--- src/rtl/cellrv32_bus_arbiter.sv ---
// 2:1 bus arbiter: port A (CPU data) and port B (CPU fetch) share one device bus, zero-latency issue.
// Optional macro CELLRV32_BUS_ARB_ROUND_ROBIN_EN: alternate the collision winner instead of fixed A_PRIO.
module cellrv32_bus_arbiter #(
    parameter bit A_PRIO = 1'b1
) (
    input  logic        clk_i,
    input  logic        rst_i,
    input  logic [31:0] a_addr_i,
    input  logic [31:0] a_wdata_i,
    input  logic [3:0]  a_ben_i,
    input  logic        a_re_i,
    input  logic        a_we_i,
    output logic [31:0] a_rdata_o,
    output logic        a_ack_o,
    output logic        a_err_o,
    input  logic [31:0] b_addr_i,
    input  logic        b_re_i,
    output logic [31:0] b_rdata_o,
    output logic        b_ack_o,
    output logic        b_err_o,
    output logic [31:0] p_addr_o,
    output logic [31:0] p_wdata_o,
    output logic [3:0]  p_ben_o,
    output logic        p_re_o,
    output logic        p_we_o,
    output logic        p_src_o,
    input  logic [31:0] p_rdata_i,
    input  logic        p_ack_i,
    input  logic        p_err_i
);

    typedef enum logic [1:0] {IDLE, BUSY_A, BUSY_B} state_t;

    state_t state, state_n;
    logic   buf_a, buf_a_we, buf_b;
    logic   req_a, req_b, a_is_we, prefer_a;
    logic   grant_a, grant_b, sel_b;

    assign req_a   = a_re_i | a_we_i | buf_a;
    assign req_b   = b_re_i | buf_b;
    assign a_is_we = buf_a ? buf_a_we : a_we_i;

`ifdef CELLRV32_BUS_ARB_ROUND_ROBIN_EN
    // Winner of the last collision; reset to A so B takes the first one.
    logic last_b;

    always_ff @(posedge clk_i or posedge rst_i) begin
        if (rst_i) begin
            last_b <= 1'b0;
        end else if ((state == IDLE) && req_a && req_b) begin
            last_b <= grant_b;
        end
    end

    assign prefer_a = last_b;
`else
    assign prefer_a = A_PRIO;
`endif

    always_ff @(posedge clk_i or posedge rst_i) begin
        if (rst_i) begin
            state    <= IDLE;
            buf_a    <= 1'b0;
            buf_a_we <= 1'b0;
            buf_b    <= 1'b0;
        end else begin
            state <= state_n;
            if (grant_a) begin
                buf_a <= 1'b0;
            end else if (a_re_i | a_we_i) begin
                buf_a    <= 1'b1;
                buf_a_we <= a_we_i;
            end
            if (grant_b) begin
                buf_b <= 1'b0;
            end else if (b_re_i) begin
                buf_b <= 1'b1;
            end
        end
    end

    always_comb begin
        state_n   = state;
        grant_a   = 1'b0;
        grant_b   = 1'b0;
        sel_b     = 1'b0;
        p_re_o    = 1'b0;
        p_we_o    = 1'b0;
        a_ack_o   = 1'b0;
        a_err_o   = 1'b0;
        a_rdata_o = 32'h0;
        b_ack_o   = 1'b0;
        b_err_o   = 1'b0;
        b_rdata_o = 32'h0;

        case (state)
            IDLE: begin
                if (req_a && req_b) begin
                    grant_a = prefer_a;
                    grant_b = ~prefer_a;
                end else begin
                    grant_a = req_a;
                    grant_b = req_b;
                end
                sel_b  = grant_b;
                p_re_o = grant_b | (grant_a & ~a_is_we);
                p_we_o = grant_a & a_is_we;
                if (grant_a) begin
                    state_n = BUSY_A;
                end else if (grant_b) begin
                    state_n = BUSY_B;
                end
            end
            BUSY_A: begin
                // Error wins over a simultaneous acknowledge.
                if (p_err_i) begin
                    a_err_o = 1'b1;
                    state_n = IDLE;
                end else if (p_ack_i) begin
                    a_ack_o   = 1'b1;
                    a_rdata_o = p_rdata_i;
                    state_n   = IDLE;
                end
            end
            BUSY_B: begin
                sel_b = 1'b1;
                if (p_err_i) begin
                    b_err_o = 1'b1;
                    state_n = IDLE;
                end else if (p_ack_i) begin
                    b_ack_o   = 1'b1;
                    b_rdata_o = p_rdata_i;
                    state_n   = IDLE;
                end
            end
            default: state_n = IDLE;
        endcase

        p_src_o   = sel_b;
        p_addr_o  = sel_b ? b_addr_i : a_addr_i;
        p_wdata_o = sel_b ? 32'h0 : a_wdata_i;
        p_ben_o   = sel_b ? 4'hF : a_ben_i;
    end

endmodule

--- config.mk ---
export PLATFORM = sky130hd
export DESIGN_NAME = cellrv32_bus_arbiter
export DESIGN_NICKNAME = d
export VERILOG_FILES = /design/src/rtl/cellrv32_bus_arbiter.sv
export SDC_FILE = /design/constraint.sdc
export NUM_CORES = 1
export LEC_CHECK = 0
export BUFFER_PORTS_ARGS = -buffer_cell sky130_fd_sc_hd__buf_2
export CORE_AREA = 2 2 106 108
export DETAILED_ROUTE_END_ITERATION = 12
export DIE_AREA = 0 0 108 110
export PLACE_DENSITY = 0.47
export SLEW_MARGIN = 20
export SYNTH_ARGS = -nofsm -noshare
export SYNTH_HDL_FRONTEND = slang
export SYNTH_SLANG_ARGS = --single-unit
--- constraint.sdc ---
create_clock -name clk_i -period 2.85 [get_ports clk_i]
set_input_delay 0.285 -clock clk_i [delete_from_list [all_inputs] [get_ports clk_i]]
set_output_delay 0.285 -clock clk_i [all_outputs]
set_load 0.02 [all_outputs]
* After elaboration in Yosys (flattened, before gate mapping)
Cells that the tools add are included.
Operators by class: equal/unequal tests 4, reductions and logical operators 7, muxes and demuxes 33, bitwise gates (word level) 8
Operators by type and width (number):
- 32-bit 2-to-1 mux | 6
- 1-bit 2-to-1 mux | 20
- 2-bit 2-to-1 mux | 4
- 4-bit 2-to-1 mux | 1
- 1-bit bitwise OR | 4
- 2-bit one-hot mux with 2 select lines | 1
- 2-bit AND reduction | 2
- 2-bit nonzero test | 2
- 3-bit by 1-bit inequality test with 1-bit output, second input constant | 1
- 3-bit inequality test, second input constant | 1
- 1-bit bitwise AND | 2
- 2-bit by 1-bit equality test with 1-bit output, second input constant | 1
- 2-bit equality test, second input constant | 1
- 2-bit zero test | 1
- 1-bit NOT | 2
- 1-bit one-hot mux with 2 select lines | 1
- 2-bit OR reduction | 1
- 1-bit logical AND | 1
Storage, ports and cells: input bits 139, word-level logic and storage cells 56, output and inout port bits 139, flip-flop bits (word level) 5

* Longest topological paths before layout
depth after elaboration 8, depth in mapped cells 6, depth with buffers taken out 5

* Worst setup path before layout
Ideal clock, no wire load.
kind register to output, start register state[0], end output port b_rdata_o[22], buffers on the path 1, slack 1.035 ns, data required time 2.565 ns, arrival time 1.530 ns, stages on the path, launching flop included 6, cell sequence dfrtp_1 > inv_1 > ha_1 > and3b_1 > clkbuf_1 > and2_1
On the way: cells in the longest elaborated chain, start to end 2
RTL lines:
- start: declaration | RTL line 34 | state_t state, state_n;
- start signal: assignment | RTL line 67 | state <= state_n;
- 2-bit equality test | RTL line 96 | case (state)
- 32-bit 2-to-1 mux | RTL line 96
- end: declaration | RTL line 18 | output logic [31:0] b_rdata_o,
No other way between the ends.

* Final worst setup path
start register state[0], end output port p_addr_o[26]
On the way: cells in the longest elaborated chain, start to end 3, elaborated cells on any way between the ends 4, those cells by class eq/ne (1); mux (2); reduce/logical (1)
RTL lines:
- 2-bit equality test or 2-bit zero test (tied branches) | RTL line 96
- 1-bit one-hot mux with 2 select lines * | RTL line 96
- 32-bit 2-to-1 mux * | RTL line 140 | p_addr_o = sel_b ? b_addr_i : a_addr_i;
- end: declaration | RTL line 21 | output logic [31:0] p_addr_o,
Every way passes the cells marked *; elsewhere a longest branch is shown, timed or not.

==> results.toml <==
[status]
status = "completed"

[clock_tree]
cts_sinks = 5
clock_path_buffers = 2
post-cts-setup-buffer-count = 0
root_buffer = "clkbuf_8"
tritoncts = "built"
clkLatencyLatePin_ns = 0.22
cts_hold_buf = 1
cts_buffers = 3
cts_resized = 0
clk_pin_slew_worst_paths_ns = 0.04
h-tree-depth = 1

[sta]
min_period_ns = 2.38
hold_viol = 0
period_share_pct = 83.6
max_clock_freq_mhz = 420
fin_skew_ns = 0.00175
drv_slew = 0
tightest_slew_ns = 0.877
setup_tns_ns = 0
rsz0062_at_grt = "false"
relSlewSlack_pct = 41.6
finalSetupViolations = 0

[floorplan]
die_h_um = 110
die_w_um = 108
num_rows = 38
pin_count = 278
fp.coreArea_sq_mm = 0.0107
dieArea_sq_mm = 0.0119
initial_core_util_pct = 14.6

[logic_synthesis]
synthArstFlopShare_pct = 100
syn_area_per_cell_sq_um = 8.59
synth_cell_types = 23
syn-num-nets = 324
synth-edff-count = 0
yosysTopAreaCell = "and2_1"
ys_warn_count = 0
netlist_area_sq_mm = 0.00156
ys.flop_type = "dfrtp_1"
syn_inst = 182
netlist.area_leader.share_pct = 35.6
yosysSeqAreaShare_pct = 8.00
synthMostInstantiatedCell = "and2_1"
synthTopCellsByArea = "and2_1 36%, mux2_4 31%, dfrtp_1 8.0%"
synth_common_cells = "89 x and2_1, 32 x mux2_4, 10 x and2_2"
ys_seq_elements = 5

[route]
route.detailed.drc = 0
antenna_left = 0
vias_per_cell = 3.80
dr.pass1.iters = 4
wl_per_cell_um = 13.0
via_count = 2256
drt_iter0_drc = 71
drt_wl_total_mm = 7.73

[pwr]
p_leak_nw = 2.01
p_switching_mw = 1.03
pwr-share-seq_pct = 6.7
clkPwrFrac_pct = 6.5
pwr-share-comb_pct = 86.8
p_int_mw = 0.926
swShare_pct = 52.7
cellPowerDensity_mw_per_mm2 = 628
peakVddDrop_mv = 0.237

[placement]
portBuffers = 277
place.gp.congestion = 0.771
hpwl_mm = 6.86

[global_route]
grt_max_degree = 67
grt_usage_pct = 10.8
first_global_vias = 1982
overflow = 0
grt_pass1_wl_mm = 10.1
antenna_found_initial = 1

[finish]
insertedDiodeCount = 0
nets = 596
multiInputGateArea_sq_mm = 0.00133
area_growth_pct = 99.4
regArea_sq_um = 125
fillers = 1209
drive_gt1_share_pct = 72.4
finish.utilization_pct = 29.1

[critical_path]
worstSetupPathType = "register to output pin"
end_kind = "output pin"
cp.arrival_ns = 2.10
cp.required_ns = 2.57
r2r_slack_ns = 1.33
cp_max_fo = 66
worst_setup_path_start_kind = "register"

[hold_path]
hp-class = "input port to register"

[run]
drv_cap = 0
final cells by class:
cell class                      instances  area share, %
Inverter                                5          0.602
Sequential cell                         5           4.01
Clock buffer                            4           1.44
Tap cell                              140           5.62
Multi-Input combinational cell        159           42.7
Timing Repair Buffer                  280           45.7
per-layer routing:
layer / global-route usage [%] / vias to the layer above / part of all wire, %
met3: 2.06 / 8 / 9.4
met5: 0 / - / 0.17
li1: - / 1120 / -
met1: 11.0 / 995 / 34
met4: 2.75 / 2 / 1.6
met2: 22.2 / 131 / 55
critical path, cell delays in order (launching register included):
cell and delay (ns):
dfrtp_1 0.36, inv_1 0.07, ha_1 0.27, a31oi_4 0.28
buf_12 0.33, mux2_4 0.33, buf_2 0.18
final timing paths:
kind,end,cells past startpoint,start
max,p_addr_o[26],6,state[0]$_DFFE_PP0P_
max reg2reg,state[1]$_DFFE_PP0P_,5,state[0]$_DFFE_PP0P_
max in group asynchronous,buf_a$_DFFE_PP0P_,3,rst_i
min in group asynchronous,state[1]$_DFFE_PP0P_,3,rst_i
min reg2reg,buf_a_we$_DFFE_PP0P_,1,buf_a_we$_DFFE_PP0P_
min,buf_a$_DFFE_PP0P_,3,a_re_i
state kept, by name, summed over array words and instances (netlist names):
signal,count
state,2
buf_a_we,1
buf_b,1
buf_a,1
cell families after synthesis:
kind of cell / count (synthesis) / synth area share (%)
compound gates: 8 / 4.08
fa+ha+maj: 3 / 2.40
buf+inv: 18 / 6.96
flops: 5 / 8.00
mux: 33 / 31.4
simple gates: 115 / 47.2
power groups by stage:
stage,registers (mW),logic (mW),clock network [mW]
2_1_floorplan,0.126,1.23,0
3_3_place_gp,0.131,1.71,0
3_5_place_dp,0.131,1.72,0
4_1_cts,0.130,1.73,0.130
5_1_grt,0.135,1.82,0.135
6_report,0.130,1.70,0.127
stage by stage:
step                hold slack, ns  power [mW]  cell area, sq um  setup slack (ns)  cells
finish                       0.395        1.96              3120             0.467    593
global route                 0.411        2.09              3120             0.345    593
CTS                          0.398        1.99              3120             0.455    593
detailed placement           0.197        1.85              3060             0.689    588
global placement             0.189        1.84              3060             0.716    588
floorplan                   0.0635        1.35              1560              1.04    182
cell usage in the layout, fill, tap and decap left out, types with 2 or more instances in the layout:
master	instances
ha_1	3
and3b_1	2
buf_2	277
and2_1	89
and2_2	10
a21oi_1	3
dfrtp_1	5
mux2_4	32
nand2_1	3
nand2b_1	4
nor2_1	3
o21ai_0	2
inv_1	5
clkbuf_8	3
Note: power is estimated with default switching activity, not from simulation.
